### src/rtl/cmp_issue_arbiter.sv
// Shared branch-compare unit: round-robin issue arbiter, issue register,
// combinational branch comparator and a result register feeding the CDB.
//
// Handshakes: every transfer uses strict valid/ready semantics. A beat moves
// on a rising edge exactly when valid and ready are both high. Valid never
// waits on ready. A producer holding valid keeps its payload stable until the
// beat is taken. On the request side, req_ready is a one-hot grant. On the
// CDB side, out_valid/out_br_en/out_tag hold while out_ready is low.

// Combinational RV32I branch comparator keyed by funct3.
module cmp_branch_comparator (
  input  logic [2:0]  cmpop,
  input  logic [31:0] a,
  input  logic [31:0] b,
  output logic        br_en
);

  // Decode funct3; the reserved encodings 010/011 never take the branch.
  always_comb begin
    br_en = 1'b0;
    case (cmpop)
      3'b000:  br_en = (a == b);
      3'b001:  br_en = (a != b);
      3'b100:  br_en = ($signed(a) <  $signed(b));
      3'b101:  br_en = ($signed(a) >= $signed(b));
      3'b110:  br_en = (a <  b);
      3'b111:  br_en = (a >= b);
      default: br_en = 1'b0;
    endcase
  end

endmodule

module cmp_issue_arbiter #(
  parameter int NUM_RS = 4,
  parameter int TAG_W  = 3
) (
  input  logic                           clk,
  input  logic                           rst,
  input  logic                           flush,
  input  logic [NUM_RS-1:0]              req_valid,
  input  logic [NUM_RS-1:0][31:0]        req_rs1,
  input  logic [NUM_RS-1:0][31:0]        req_rs2,
  input  logic [NUM_RS-1:0][2:0]         req_cmpop,
  input  logic [NUM_RS-1:0][TAG_W-1:0]   req_tag,
  output logic [NUM_RS-1:0]              req_ready,
  output logic                           out_valid,
  output logic                           out_br_en,
  output logic [TAG_W-1:0]               out_tag,
  input  logic                           out_ready
);

  localparam int PTR_W = (NUM_RS > 1) ? $clog2(NUM_RS) : 1;

  // Issue register.
  logic              iv;
  logic [31:0]       iss_rs1;
  logic [31:0]       iss_rs2;
  logic [2:0]        iss_cmpop;
  logic [TAG_W-1:0]  iss_tag;

  // Round-robin pointer: the entry scanned first.
  logic [PTR_W-1:0]  ptr;

  logic              res_free;
  logic              iss_adv;
  logic              iss_free;
  logic              grant_any;
  logic [PTR_W-1:0]  grant_idx;
  logic [PTR_W:0]    scan_idx;
  logic [PTR_W-1:0]  ptr_next;
  logic              br_en;

  // A stage is free when it is empty or its content moves on this edge.
  assign res_free = !out_valid || out_ready;
  assign iss_adv  = iv && res_free;
  assign iss_free = !iv || iss_adv;

  // Rotating-priority scan starting at ptr, wrapping modulo NUM_RS.
  always_comb begin
    grant_any = 1'b0;
    grant_idx = '0;
    scan_idx  = '0;
    req_ready = '0;
    if (iss_free && !flush && !rst) begin
      for (int j = 0; j < NUM_RS; j++) begin
        scan_idx = {1'b0, ptr} + (PTR_W+1)'(j);
        if (scan_idx >= (PTR_W+1)'(NUM_RS)) begin
          scan_idx = scan_idx - (PTR_W+1)'(NUM_RS);
        end
        if (!grant_any && req_valid[scan_idx[PTR_W-1:0]]) begin
          grant_any = 1'b1;
          grant_idx = scan_idx[PTR_W-1:0];
        end
      end
    end
    if (grant_any) begin
      req_ready[grant_idx] = 1'b1;
    end
  end

  // Entry after the winner, wrapping for non-power-of-two NUM_RS.
  assign ptr_next = (grant_idx == PTR_W'(NUM_RS - 1)) ? '0 : grant_idx + 1'b1;

  cmp_branch_comparator u_cmp (
    .cmpop (iss_cmpop),
    .a     (iss_rs1),
    .b     (iss_rs2),
    .br_en (br_en)
  );

  // Issue register and pointer: refill on grant, drain on advance.
  always_ff @(posedge clk) begin
    if (rst) begin
      iv        <= 1'b0;
      iss_rs1   <= '0;
      iss_rs2   <= '0;
      iss_cmpop <= '0;
      iss_tag   <= '0;
      ptr       <= '0;
    end else if (flush) begin
      iv <= 1'b0;
    end else if (grant_any) begin
      iv        <= 1'b1;
      iss_rs1   <= req_rs1[grant_idx];
      iss_rs2   <= req_rs2[grant_idx];
      iss_cmpop <= req_cmpop[grant_idx];
      iss_tag   <= req_tag[grant_idx];
      ptr       <= ptr_next;
    end else if (iss_adv) begin
      iv <= 1'b0;
    end
  end

  // Result register: load on issue advance, clear once the CDB takes it.
  always_ff @(posedge clk) begin
    if (rst) begin
      out_valid <= 1'b0;
      out_br_en <= 1'b0;
      out_tag   <= '0;
    end else if (flush) begin
      out_valid <= 1'b0;
    end else if (iss_adv) begin
      out_valid <= 1'b1;
      out_br_en <= br_en;
      out_tag   <= iss_tag;
    end else if (out_ready) begin
      out_valid <= 1'b0;
    end
  end

endmodule
### config.mk
export PLATFORM = sky130hd
export DESIGN_NAME = cmp_issue_arbiter
export DESIGN_NICKNAME = d
export VERILOG_FILES = /design/src/rtl/cmp_issue_arbiter.sv
export SDC_FILE = /design/constraint.sdc
export NUM_CORES = 1
export LEC_CHECK = 0
export ABC_AREA = 1
export BUFFER_PORTS_ARGS = -buffer_cell sky130_fd_sc_hd__buf_2
export CAP_MARGIN = 20
export CORE_AREA = 8 8 175 177
export CTS_BUF_LIST = sky130_fd_sc_hd__clkbuf_4
export CTS_CLUSTER_DIAMETER = 120
export DETAILED_ROUTE_END_ITERATION = 8
export DIE_AREA = 0 0 183 185
export HOLD_SLACK_MARGIN = 0.12
export PLACE_DENSITY = 0.49
export SLEW_MARGIN = 0
export SYNTH_ARGS = -nofsm -noshare
export SYNTH_HDL_FRONTEND = slang
export SYNTH_HIERARCHICAL = 1
export SYNTH_SLANG_ARGS = --single-unit
### constraint.sdc
create_clock -name clk -period 3.82 [get_ports clk]
set_input_delay 0.382 -clock clk [delete_from_list [all_inputs] [get_ports clk]]
set_output_delay 0.382 -clock clk [all_outputs]
set_load 0.05 [all_outputs]
# Yosys cells after proc, flatten, opt, wreduce, memory -nomap -nowiden
# Cells that the tools add are included.
# totals
ff_bits	78
output_inout_bits	9
# classes
add_sub_neg	8
order_cmp	14
eq_ne	8
mux	46
bitwise_logic	1
reduce_logical	22
# op_table
operator	count
binary-select mux 32 bit (select 2 bit)	2
greater-or-equal comparator 32 bit	2
< comparator 32 bit	2
2-to-1 mux 32 bit	2
equality test 32 bit	1
inequality test 32 bit	1
2-to-1 mux 2 bit	14
2-to-1 mux 1 bit	17
< comparator 2 x 3 -> 1 bit (second input constant)	5
binary-select mux 3 bit (select 2 bit)	2
equality test 3 bit (second input constant)	4
greater-or-equal comparator 3 bit (second input constant)	3
binary-select mux 1 bit (select 2 bit)	4
subtractor 2 x 1 -> 2 bit (second input constant)	4
logical AND 1 bit	7
logical NOT 1 bit	7
adder 2 x 2 -> 3 bit (second input constant)	2
2-to-1 mux 3 bit	2
case mux 1 bit (6 select lines)	1
2-to-1 mux 4 bit	1
AND reduction 2 bit	2
nonzero test 2 bit	2
adder 2 x 1 -> 3 bit (second input constant)	1
equality test 3 x 1 -> 1 bit (second input constant)	1
9 further kinds	10

# Depth between registers and ports, before layout
# logic_depth
word_depth	28
depth_mapped	19
ltp_nobuf	19

# Hierarchy
# Netlist, hierarchy kept.
# modules_own_cells
mod	n_inst	cells_each	area_per_inst_um2	seq_area_each_um2
cmp_issue_arbiter	1	1321	7250.7	1561.5
cmp_branch_comparator	1	166	974.7	0.0

# Least setup slack after synthesis
# No wires, ideal clock.
# synth_timing
kind	register to output
start	register out_valid
end	output req_ready[0]
arrival_time_ns	2.410
setup_slack_ns	1.028
path_stages_with_launch	14
path_cell_list	dfxtp_1 > inv_1 > nor2_1 > nand2_1 > nand2_1 > inv_2 > nand2_4 > inv_2 > nand2_4 > buf_6 > buf_2 > ha_1 > inv_1 > nor2_1
# synth_via
elab_chain_cells	12
word_cells_on_any_way	14
# synth_lines
element	line	rtl
start, declared	47	output logic out_valid,
start signal, assigned	138	out_valid <= 1'b0;
start signal, assigned	142	out_valid <= 1'b0;
start signal, assigned	144	out_valid <= 1'b1;
logical NOT 1 bit (*)	75	assign res_free = !out_valid || out_ready;
logical OR 1 bit (*)	75	
logical AND 1 bit (*)	76	assign iss_adv = iv && res_free;
logical OR 1 bit (*)	77	assign iss_free = !iv || iss_adv;
logical AND 1 bit (*) (2 in a row)	85	if (iss_free && !flush && !rst) begin
2-to-1 mux 2 bit	85	
< comparator 2 x 3 -> 1 bit (not written as such) / greater-or-equal comparator 2 x 1 -> 1 bit (equally long branches)	98	req_ready[grant_idx] = 1'b1;
logical AND 1 bit (not written as such)	98	
2-to-1 mux 1 bit (not written as such)	98	
demux 1 bit (select 2 bit)	98	
2-to-1 mux 4 bit (*)	97	if (grant_any) begin
end, declared	46	output logic [NUM_RS-1:0] req_ready,
# Mark *: on every way between the ends. The rest lies on a longest branch, timed or not.

# Final worst setup path
# layout_timing
start	register ptr[0]
end	output req_ready[3]
# layout_via
elab_chain_cells	24
word_cells_on_any_way	52
# layout_lines
element	line	rtl
start, declared	63	logic [PTR_W-1:0] ptr;
start signal, assigned	129	ptr <= ptr_next;
greater-or-equal comparator 2 x 3 -> 1 bit / subtractor 2 x 1 -> 2 bit (equally long branches)	88, 89	
2-to-1 mux 2 bit	88	if (scan_idx >= (PTR_W+1)'(NUM_RS)) begin
2-to-1 mux 2 bit	85	
binary-select mux 1 bit (select 2 bit)	91	if (!grant_any && req_valid[scan_idx[PTR_W-1:0]]) begin
2-to-1 mux 1 bit (not written as such)	91	
2-to-1 mux 1 bit	91	
2-to-1 mux 1 bit	85	
logical NOT 1 bit	91	
[8 not listed]	-	
logical AND 1 bit	91	
2-to-1 mux 2 bit	91	
2-to-1 mux 2 bit	85	
< comparator 2 x 3 -> 1 bit (not written as such) / greater-or-equal comparator 2 x 1 -> 1 bit (equally long branches)	98	
logical AND 1 bit (not written as such)	98	
2-to-1 mux 1 bit (not written as such)	98	
demux 1 bit (select 2 bit)	98	
2-to-1 mux 4 bit (*)	97	
# Mark *: on every way between the ends. The rest lies on a longest branch, timed or not. The select of a mux whose other input is x is not followed.

==> flow_summary.rst <==
.. list-table::
   :header-rows: 1

   * - Metric
     - Value
   * - Status
     - finished, final reports clean
   * - Pre-antenna DRT Iters
     - 5
   * - Final hold violation count
     - 0
   * - Detailed-route DRC error count
     - 0
   * - Height of the chip
     - 185 um
   * - Final HPWL DP
     - 21.2 mm
   * - Sequential area share after synthesis
     - 19.0%
   * - Number of levels in the clock H-tree
     - 3
   * - Largest clock skew in the final design
     - 0.0207 ns
   * - Kind of cell adding the most delay to the critical path
     - simple AND/OR/NAND/NOR gates
   * - Post-route fraction of the period consumed by the critical path
     - 89.3%
   * - Aggregate routed wire length
     - 27.7 mm
   * - First-pass GRT wire length
     - 44.9 mm
   * - Tightest Pin Transition
     - 0.852 ns
   * - Final hold slack
     - 0.184 ns
   * - Maximum count of clock buffers along a single path
     - 2
   * - Boundary pin count
     - 297
   * - Worst-path clk slew
     - 0.14 ns
   * - Crit path DAT
     - 3.03 ns
   * - Number of endpoints failing setup at the final stage
     - 0
   * - Cell taking the most area after synthesis
     - sky130_fd_sc_hd__dfxtp_1
   * - Combinational cell fraction of total power
     - 45.1%
   * - Layout Area Growth over Synthesis
     - 21.5%
   * - Number of instances in the synthesized netlist
     - 1487
   * - Total negative slack for setup checks
     - 0 ns
   * - Most common cell on crit path
     - sky130_fd_sc_hd__nand2_1
   * - Launch point of the worst hold path
     - rst
   * - GRT Util Overall
     - 16.2%
   * - Share of power burned in registers
     - 35.2%
   * - Sink Count
     - 78
   * - Yosys top cell area share
     - 19.0%
   * - Number of input and output port buffers inserted
     - 296
   * - Cell with the largest stage delay on the worst path
     - sky130_fd_sc_hd__dfxtp_1
   * - Total of max-cap violations
     - 0
   * - Total net switching power
     - 0.00113 W
   * - Slew Viols, Final
     - 0
   * - Flops & latches, synth
     - 78
   * - GRT Residual Overflow
     - 0
   * - DRT antenna net count
     - 0
   * - Synth cell types
     - 27
   * - Unrepaired setup endpoints after global routing
     - no
   * - Routed length per instance
     - 13.1 um
   * - Syn_area_per_cell
     - 5.53 um^2
   * - Worst vdd ir
     - 0.156 mV
   * - Initial standard-cell utilization of the core
     - 29.3%
   * - Commonest cells after routing, fill and taps aside
     - 410 x sky130_fd_sc_hd__inv_1, 308 x sky130_fd_sc_hd__nand3_1, 296 x sky130_fd_sc_hd__buf_2
   * - Number of cell rows
     - 62
   * - Hold buffer count at CTS
     - 0
   * - Final critical delay including setup and external delays
     - 3.41 ns
   * - Most frequent standard cell in the layout excluding fill and tap cells
     - sky130_fd_sc_hd__inv_1
   * - Core ar.
     - 0.0281 mm^2
   * - Sort of element at the start of the critical path
     - register
   * - Worst r2r src
     - ptr[0]$_SDFFE_PP0P_
   * - Leakage power of the design
     - 6.28 nW
   * - Via count of the first global-routing pass
     - 9060
   * - Via Count
     - 9076
   * - Post-Synthesis Cell Area
     - 0.00823 mm^2
   * - YS warnings
     - 6
   * - Fraction of power spent switching nets
     - 42.3%
   * - Number of nets in the finished design
     - 2043
   * - Areal power density over the cells
     - 266 mW/mm^2
   * - Slowest cell delay on critical path
     - 0.61 ns
   * - Die ar.
     - 0.0339 mm^2
   * - Maximum operating frequency
     - 293 MHz
   * - Maximum number of pins on one net before global-route repair
     - 163
   * - TritonCTS clock tree
     - done
   * - Clock latency at the later pin of the worst-skew pair
     - 0.45 ns
   * - Classification of the worst setup path
     - register to primary output
   * - Antenna violations before repair
     - 4
   * - Startpoint of the most critical setup path
     - ptr[0]$_SDFFE_PP0P_
   * - Global placement routability congestion
     - 0.816
   * - Crit path buffers/inverters
     - 5
   * - Kind of path behind the tightest hold check
     - input pin to register
   * - Portion of total power attributed to the clock network
     - 19.7%
   * - Number of clock buffers inserted by TritonCTS
     - 9
   * - Maximum fanout along the worst path
     - 62
   * - Endpoint type of the worst setup path
     - primary output
   * - Critical-path cell list
     - inv_6, nand2_1, nand3_1, nand2_2, inv_1, nand2_1, nand2_1, nand2_8, nand2_4, inv_2, ha_1, inv_1, nor2_1, buf_2
   * - Share of cells above drive strength 1
     - 23.4%
   * - Cell internal power dissipation
     - 0.00154 W
   * - Starting DRC count in detailed routing
     - 365
   * - Max-slew headroom at the worst pin
     - 43.2%
   * - Ranking of synthesized cells by area
     - sky130_fd_sc_hd__dfxtp_1 19%, sky130_fd_sc_hd__nand3_1 19%, sky130_fd_sc_hd__inv_1 19%
   * - Synthesized Nets
     - 1811
   * - Die outline width
     - 183 um
   * - Clock tree root driver cell
     - sky130_fd_sc_hd__clkbuf_4
   * - Number of setup buffers added after CTS
     - 0
   * - Mean number of vias per cell
     - 4.30
   * - Post-CTS resize count
     - 0
   * - Required arrival time at the worst endpoint
     - 3.44 ns
==> worst register-to-register path, stage by stage, from the launching register on <==
cell and delay (ns):
sky130_fd_sc_hd__dfxtp_1 0.61, sky130_fd_sc_hd__inv_6 0.09, sky130_fd_sc_hd__nand2_1 0.09, sky130_fd_sc_hd__nand3_1 0.10, sky130_fd_sc_hd__nand2_2 0.15, sky130_fd_sc_hd__inv_1 0.07
sky130_fd_sc_hd__nand3_1 0.18, sky130_fd_sc_hd__nand2_8 0.30, sky130_fd_sc_hd__nand2_4 0.34, sky130_fd_sc_hd__buf_4 0.46, sky130_fd_sc_hd__nand2_1 0.12, sky130_fd_sc_hd__nand3_1 0.09
sky130_fd_sc_hd__nand3_1 0.11, sky130_fd_sc_hd__nand2_1 0.10, sky130_fd_sc_hd__inv_1 0.04
==> area by class of cell <==
type	instances	area, um^2
fill	3355	18100
multi-input combinational	907	4630
timing repair buffer	306	1590
inverter	417	1580
sequential	78	1560
tap	384	480
clock buffer	11	82.6
clock inverter	5	60.1
antenna	4	10.0
==> registers in the layout, indices dropped and copies added (netlist names) <==
| name | cells |
|---|---|
| ptr | 2 |
| iv | 1 |
| iss_tag | 3 |
| out_tag | 3 |
| iss_cmpop | 3 |
| out_br_en | 1 |
| iss_rs2 | 32 |
| out_valid | 1 |
| iss_rs1 | 32 |
==> synth_stat cells, drive strengths merged <==
master / count
dfxtp: 78
nor2: 162
clkbuf: 15
nor3: 4
nand4: 2
o21a: 3
ha: 36
nand2: 305
o21ai: 4
a211oi: 2
a21oi: 18
inv: 417
a21o: 1
buf: 70
nand3: 369
nor3b: 1
==> logic make-up (layout without fill, tap and decap cells) <==
kind of cell | after synthesis | in the layout | share of synthesized area [%]
simple gates | 843 | 843 | 48.8
fa+ha+maj | 36 | 36 | 5.48
other cells | 0 | 4 | 0
buf+inv | 502 | 739 | 24.9
flops | 78 | 78 | 19.0
compound gates | 28 | 28 | 1.89
==> metrics by stage <==
| stage | setup WS, ns | power [W] | utilization (%) | area (um^2) | instances |
|---|---|---|---|---|---|
| after floorplan | 1.03 | 0.00183 | - | 8230 | 1487 |
| after global placement | 0.873 | 0.00217 | 35.1 | 9840 | 2092 |
| after detailed placement | 0.876 | 0.00218 | 35.1 | 9840 | 2092 |
| after CTS | 0.323 | 0.00272 | 35.6 | 9990 | 2108 |
| after global routing | 0.0496 | 0.00293 | 35.6 | 10000 | 2112 |
| final | 0.410 | 0.00266 | 35.6 | 10000 | 2112 |
==> path summary, 6_finish.rpt <==
check / end / slack [ns] / depth (start not counted)
max: req_ready[3] / 0.41 / 14
min: iv$_SDFFE_PP0P_ / 0.18 / 4
max reg2reg: iss_rs1[5]$_SDFFE_PP0P_ / 0.86 / 14
min reg2reg: out_tag[2]$_SDFFE_PP0P_ / 0.48 / 2
==> power groups by stage <==
stage          clock [W]  sequential [W]  combinational, W
3_5_place_dp           0        0.000960           0.00122
5_1_grt         0.000592        0.000949           0.00139
3_3_place_gp           0        0.000961           0.00121
2_1_floorplan          0        0.000931          0.000902
6_report        0.000525        0.000938           0.00120
4_1_cts         0.000558        0.000942           0.00122
==> routing by layer <==
metal	part of all wire [%]	GRT usage, %	wire length (um)	vias up
met4	1.8	4.29	499	0
met5	0	0	0	-
met1	45	19.7	12300	3976
met2	49	28.6	13700	191
li1	-	-	-	4883
met3	4.2	3.10	1170	26
Note: power is estimated with default switching activity, not from simulation.
